===== src/rtl/ps2_key_event_queue.sv =====
// PS/2 byte parser with make/break and E0 handling, a first-word fall-through event FIFO
// and per-key held/hit tracking. Define PS2_TYPEMATIC_FILTER_EN to drop auto-repeat makes of held mapped keys.
module ps2_key_event_queue #(
    parameter int                      FIFO_DEPTH = 8,
    parameter int                      NUM_KEYS   = 4,
    parameter logic [NUM_KEYS*9-1:0]   KEYMAP     = {9'h174, 9'h16B, 9'h172, 9'h175}
) (
    input  logic                          clock,
    input  logic                          reset,
    input  logic                          scan_valid,
    input  logic [7:0]                    scan_byte,
    output logic                          evt_valid,
    output logic [9:0]                    evt_data,
    input  logic                          evt_ready,
    output logic [$clog2(FIFO_DEPTH):0]   fifo_count,
    output logic                          overflow,
    input  logic                          clr_overflow,
    output logic [NUM_KEYS-1:0]           key_held,
    output logic [NUM_KEYS-1:0]           key_hit
);

    localparam int PW = $clog2(FIFO_DEPTH);
    localparam int CW = PW + 1;

    typedef enum logic [1:0] {
        ST_IDLE     = 2'd0,
        ST_GOT_E0   = 2'd1,
        ST_GOT_F0   = 2'd2,
        ST_GOT_E0F0 = 2'd3
    } state_t;

    state_t              state_q;
    logic [9:0]          mem_q [FIFO_DEPTH];
    logic [PW-1:0]       wr_ptr_q, wr_ptr_d;
    logic [PW-1:0]       rd_ptr_q, rd_ptr_d;
    logic [CW-1:0]       count_q, count_d;
    logic                overflow_q, overflow_d;
    logic [NUM_KEYS-1:0] key_held_q, key_held_d;
    logic [NUM_KEYS-1:0] key_hit_q, key_hit_d;

    logic                is_prefix_s;
    logic                evt_done_s;
    logic [9:0]          evt_word_s;
    logic [NUM_KEYS-1:0] match_s;
    logic                is_make_s;
    logic                repeat_s;
    logic                push_req_s;
    logic                push_ok_s;
    logic                pop_s;
    logic                full_s;

    // Byte classification and event assembly for the current parser state
    always_comb begin
        is_prefix_s = (scan_byte == 8'hE0) || (scan_byte == 8'hF0) || (scan_byte == 8'hE1);
        evt_done_s  = 1'b0;
        evt_word_s  = {2'b00, scan_byte};
        if (scan_valid && !is_prefix_s) begin
            evt_done_s = 1'b1;
            case (state_q)
                ST_IDLE:     evt_word_s = {2'b00, scan_byte};
                ST_GOT_E0:   evt_word_s = {2'b01, scan_byte};
                ST_GOT_F0:   evt_word_s = {2'b10, scan_byte};
                ST_GOT_E0F0: evt_word_s = {2'b11, scan_byte};
                default:     evt_word_s = {2'b00, scan_byte};
            endcase
        end else begin
            evt_done_s = 1'b0;
        end
    end

    // Parser state machine; only prefix bytes move it away from IDLE
    always_ff @(posedge clock) begin
        if (reset) begin
            state_q <= ST_IDLE;
        end else if (scan_valid) begin
            case (state_q)
                ST_IDLE: begin
                    if (scan_byte == 8'hE0)      state_q <= ST_GOT_E0;
                    else if (scan_byte == 8'hF0) state_q <= ST_GOT_F0;
                    else                         state_q <= ST_IDLE;
                end
                ST_GOT_E0: begin
                    if (scan_byte == 8'hF0)      state_q <= ST_GOT_E0F0;
                    else if (scan_byte == 8'hE0) state_q <= ST_GOT_E0;
                    else                         state_q <= ST_IDLE;
                end
                ST_GOT_F0:   state_q <= ST_IDLE;
                ST_GOT_E0F0: state_q <= ST_IDLE;
                default:     state_q <= ST_IDLE;
            endcase
        end else begin
            state_q <= state_q;
        end
    end

    // Mapped key matching, auto-repeat detection and key state next values
    always_comb begin
        is_make_s = ~evt_word_s[9];
        for (int i = 0; i < NUM_KEYS; i++) begin
            match_s[i] = evt_done_s && (KEYMAP[i*9 +: 9] == evt_word_s[8:0]);
        end
`ifdef PS2_TYPEMATIC_FILTER_EN
        repeat_s = is_make_s && (|(match_s & key_held_q));
`else
        repeat_s = 1'b0;
`endif
        key_held_d = (key_held_q & ~match_s) | (match_s & {NUM_KEYS{is_make_s}});
        key_hit_d  = match_s & {NUM_KEYS{is_make_s && !repeat_s}};
    end

    // FIFO control: a pop frees the slot a same-cycle push needs when full
    always_comb begin
        full_s     = (count_q == CW'(FIFO_DEPTH));
        pop_s      = (count_q != {CW{1'b0}}) && evt_ready;
        push_req_s = evt_done_s && !repeat_s;
        push_ok_s  = push_req_s && (!full_s || pop_s);
        wr_ptr_d   = push_ok_s ? (wr_ptr_q + PW'(1)) : wr_ptr_q;
        rd_ptr_d   = pop_s ? (rd_ptr_q + PW'(1)) : rd_ptr_q;
        case ({push_ok_s, pop_s})
            2'b10:   count_d = count_q + CW'(1);
            2'b01:   count_d = count_q - CW'(1);
            default: count_d = count_q;
        endcase
        if (push_req_s && !push_ok_s) begin
            overflow_d = 1'b1;
        end else if (clr_overflow) begin
            overflow_d = 1'b0;
        end else begin
            overflow_d = overflow_q;
        end
    end

    // FIFO storage; contents need no reset since the pointers gate visibility
    always_ff @(posedge clock) begin
        if (push_ok_s) begin
            mem_q[wr_ptr_q] <= evt_word_s;
        end
    end

    // Pointer, occupancy, overflow and key state registers
    always_ff @(posedge clock) begin
        if (reset) begin
            wr_ptr_q   <= {PW{1'b0}};
            rd_ptr_q   <= {PW{1'b0}};
            count_q    <= {CW{1'b0}};
            overflow_q <= 1'b0;
            key_held_q <= {NUM_KEYS{1'b0}};
            key_hit_q  <= {NUM_KEYS{1'b0}};
        end else begin
            wr_ptr_q   <= wr_ptr_d;
            rd_ptr_q   <= rd_ptr_d;
            count_q    <= count_d;
            overflow_q <= overflow_d;
            key_held_q <= key_held_d;
            key_hit_q  <= key_hit_d;
        end
    end

    assign evt_valid  = (count_q != {CW{1'b0}});
    assign evt_data   = evt_valid ? mem_q[rd_ptr_q] : 10'h000;
    assign fifo_count = count_q;
    assign overflow   = overflow_q;
    assign key_held   = key_held_q;
    assign key_hit    = key_hit_q;

endmodule

===== config.mk =====
export PLATFORM = sky130hd
export DESIGN_NAME = ps2_key_event_queue
export DESIGN_NICKNAME = d
export VERILOG_FILES = /design/src/rtl/ps2_key_event_queue.sv
export SDC_FILE = /design/constraint.sdc
export NUM_CORES = 1
export LEC_CHECK = 0
export CAP_MARGIN = 20
export CORE_AREA = 2 2 76 150
export DETAILED_ROUTE_END_ITERATION = 10
export DIE_AREA = 0 0 78 152
export HOLD_SLACK_MARGIN = 0.05
export SLEW_MARGIN = 20
export SYNTH_ARGS = -nofsm -noshare
export SYNTH_HDL_FRONTEND = slang
export SYNTH_SLANG_ARGS = --single-unit

===== constraint.sdc =====
create_clock -name clock -period 7.3 [get_ports clock]
set_input_delay 1.46 -clock clock [delete_from_list [all_inputs] [get_ports clock]]
set_output_delay 1.46 -clock clock [all_outputs]
set_load 0.01 [all_outputs]

==> impl_metrics.csv <==
group,metric,value,unit
status,outcome,"complete, no violations",
worst_setup_path,cp-start-kind,"input pin",
layout,nets,317,
clock_tree,clkLatencyLatePin,0.34,ns
die,io_pins,37,
placed_design,dp_hpwl,5420,um
timing,fmax,237.2,MHz
clock_tree,cts.repair.resized,0,
die,die_area,0.01186,mm2
clock_tree,cts_tree,"done",
timing,worst_pin_slew,1.008,ns
yosys,ys_types,40,
routing,drcViolationCount,0,
worst_hold_path,hold_depth,2,
routing,drtIter0Drc,216,
worst_setup_path,ff2ff_path_depth,11,
layout,fin_cells,444,
yosys,ys_warn_count,0,
grt,grt_pass1_wl,12630,um
layout,final_cell_mix,"edfxtp_1, clkdlybuf4s50_1, nor2_1",
clock_tree,h-tree-depth,3,
worst_setup_path,arrival,4.44,ns
placed_design,dp_cells,428,
timing,finalClockSkew,0.004641,ns
placed_design,globalplace.congestion,0.7369,
grt,grt_pass1_vias,2352,
die,die_height,152,um
grt,grt_max_degree,23,
layout,register_area,0.002884,mm2
timing,finalSetupViolCount,0,
yosys,synth-seq-cells,104,
layout,layout-drive-gt1-share,0.1678,
worst_setup_path,worst_r2r_endpoint,"fifo_count[3]$_SDFFE_PP0P_",
routing,drtAntennaViolNets,0,
layout,multi_input_area,0.001274,mm2
placed_design,numPortBuffers,36,
yosys,syn_area_per_cell,16.46,um2
timing,period_share,0.5775,
timing,min_period,4.216,ns
timing,fin_tns_setup,0,ns
worst_setup_path,rrSetupSlack,4.55,ns
layout,fill_cells,978,
worst_hold_path,holdPathEnd,"overflow$_SDFFE_PP0P_",
clock_tree,cts_root_buf,"clkbuf_16",
clock_tree,cts_setup_buffers,0,
power_and_ir_drop,p_per_area,329.2,mW/mm2
worst_setup_path,worstPathRequired,7.53,ns
grt,met2_usage,0.2631,
worst_hold_path,hold_path_class,"register to register",
routing,dr.pass1.iters,4,
worst_setup_path,end_kind,"register",
clock_tree,cts_buffer_depth,2,
layout,utilization,0.4681,
yosys,synthesis.area,0.004197,mm2
clock_tree,hold_buffers,0,
grt,grt_usage,0.1452,
routing,drt-total-wl,8054,um
grt,grt_util_met1,0.1580,
die,core-area,0.01081,mm2
power_and_ir_drop,leakage,0.001667,uW
yosys,async_flop_share,0,
die,initial_utilization,0.3882,
die,die_x,78,um
grt,antenna_found_initial,0,
layout,final_common_cell,"edfxtp_1",
power_and_ir_drop,ir_worst_vdd,0.3063,mV
timing,relSlewSlack,0.3272,
yosys,synthesis.nets,273,
layout,syn2layout_area_growth,20.57,%
worst_setup_path,critPathKind,"input pin to register",
grt,grt-busiest-layer,"met2",
clock_tree,clk_pin_slew_worst_paths,0.06,ns
yosys,yosysSeqAreaShare,0.6869,
routing,wl_per_cell,18.14,um
routing,num_vias,2236,
worst_setup_path,crit_start,"scan_byte[1]",
yosys,synthFlopType,"edfxtp_1",
timing,rsz0062_at_grt,"false",
routing,viasPerCell,5.036,
die,row_count,54,
clock_tree,cts_inserted_buffers,9,
flow_run,maxCapViolations,0,
clock_tree,cts.sinks,104,
yosys,syn_inst,255,
worst_setup_path,r2r_start,"fifo_count[3]$_SDFFE_PP0P_",
layout,n_antenna_cell,0,
worst_setup_path,crit_fanout,15,
yosys,synth-edff-count,80,
timing,slew_violations,0,
grt,overflow,0,
timing,hold_viol,0,
worst_hold_path,hold_start,"overflow$_SDFFE_PP0P_",
grt,grt_use_met3,0.03504,
cells in the mapped netlist, types with 2 or more instances:
cell	instances	area, um2
nand3b_1	2	15.01
ha_1	4	50.05
and2_1	4	25.02
buf_2	2	10.01
a21oi_1	4	20.02
nor3_1	7	35.03
inv_1	8	30.03
nand2b_1	2	12.51
mux4_2	20	450.4
nor3b_1	2	15.01
buf_1	2	7.510
nand2_1	11	41.29
xnor2_1	4	35.03
nor4_1	4	25.02
nor2b_1	2	12.51
dfxtp_1	24	480.5
nor2_1	29	108.9
clkbuf_1	5	18.77
nand3_1	3	15.01
edfxtp_1	80	2402
mux2i_1	16	160.2
xor2_1	2	17.52
power by group:
group          internal [uW]  switching, uW
combinational            262            200
sequential               677           63.7
clock                    276            189
total                   1210            452
cells by family (layout without fill, tap and decap cells):
logic type / Yosys count / in the layout / synth area share
AO/OA/AOI/OAI: 11 / 11 / 0.02236
adder cells (fa/ha/maj): 5 / 5 / 0.01670
multiplexers: 38 / 38 / 0.1544
XOR/XNOR: 6 / 6 / 0.01252
AND/OR/NAND/NOR: 74 / 74 / 0.09123
buffers and inverters: 17 / 66 / 0.01580
flip-flops: 104 / 104 / 0.6869
cell type report:
type                            count  area share
Inverter                            8    0.005935
Timing Repair Buffer               42     0.08086
Sequential cell                   104      0.5700
Clock buffer                       15     0.05094
Tap cell                          140     0.03462
Multi-Input combinational cell    134      0.2517
Clock inverter                      1    0.005935
through the flow:
step	area (um2)	hold slack, ns	setup WS [ns]	total power [uW]
after floorplan	4197	0.4847	3.535	1016
after global placement	4756	0.4884	2.762	1221
after detailed placement	4770	0.4837	2.718	1226
after CTS	5057	0.5028	3.074	1693
after global routing	5060	0.5534	2.937	1749
final	5060	0.4999	3.084	1666
sequential cells by signal (all words and copies together), names as in the netlist, named ones only:
name and count:
mem_q 80, fifo_count 4, key_hit 4, rd_ptr_q 3, wr_ptr_q 3, state_q 2
overflow 1
critical path, stage by stage:
cell and delay (ns):
clkdlybuf4s50_1 0.61, or4b_4 0.63, o31a_4 0.42, nor2b_4 0.16
ha_1 0.24, a21o_1 0.17, a21oi_1 0.21, nor2_1 0.08
a22oi_2 0.14, mux2_4 0.31
worst max path at each step:
| stage | end | cells after the start |
|---|---|---|
| 2_1_floorplan | fifo_count[3]$_SDFFE_PP0P_ | 9 |
| 3_3_place_gp | fifo_count[3]$_SDFFE_PP0P_ | 10 |
| 3_5_place_dp | fifo_count[3]$_SDFFE_PP0P_ | 10 |
| 4_1_cts | fifo_count[3]$_SDFFE_PP0P_ | 10 |
| 5_1_grt | fifo_count[3]$_SDFFE_PP0P_ | 10 |
| 6_report | fifo_count[3]$_SDFFE_PP0P_ | 10 |
per-layer routing:
metal | part of all wire | routed length, um
met5 | 0 | 0
met4 | 0.022 | 175
met3 | 0.038 | 304
met2 | 0.56 | 4470
met1 | 0.39 | 3104
No activity file was read; power rests on OpenSTA's default activity.
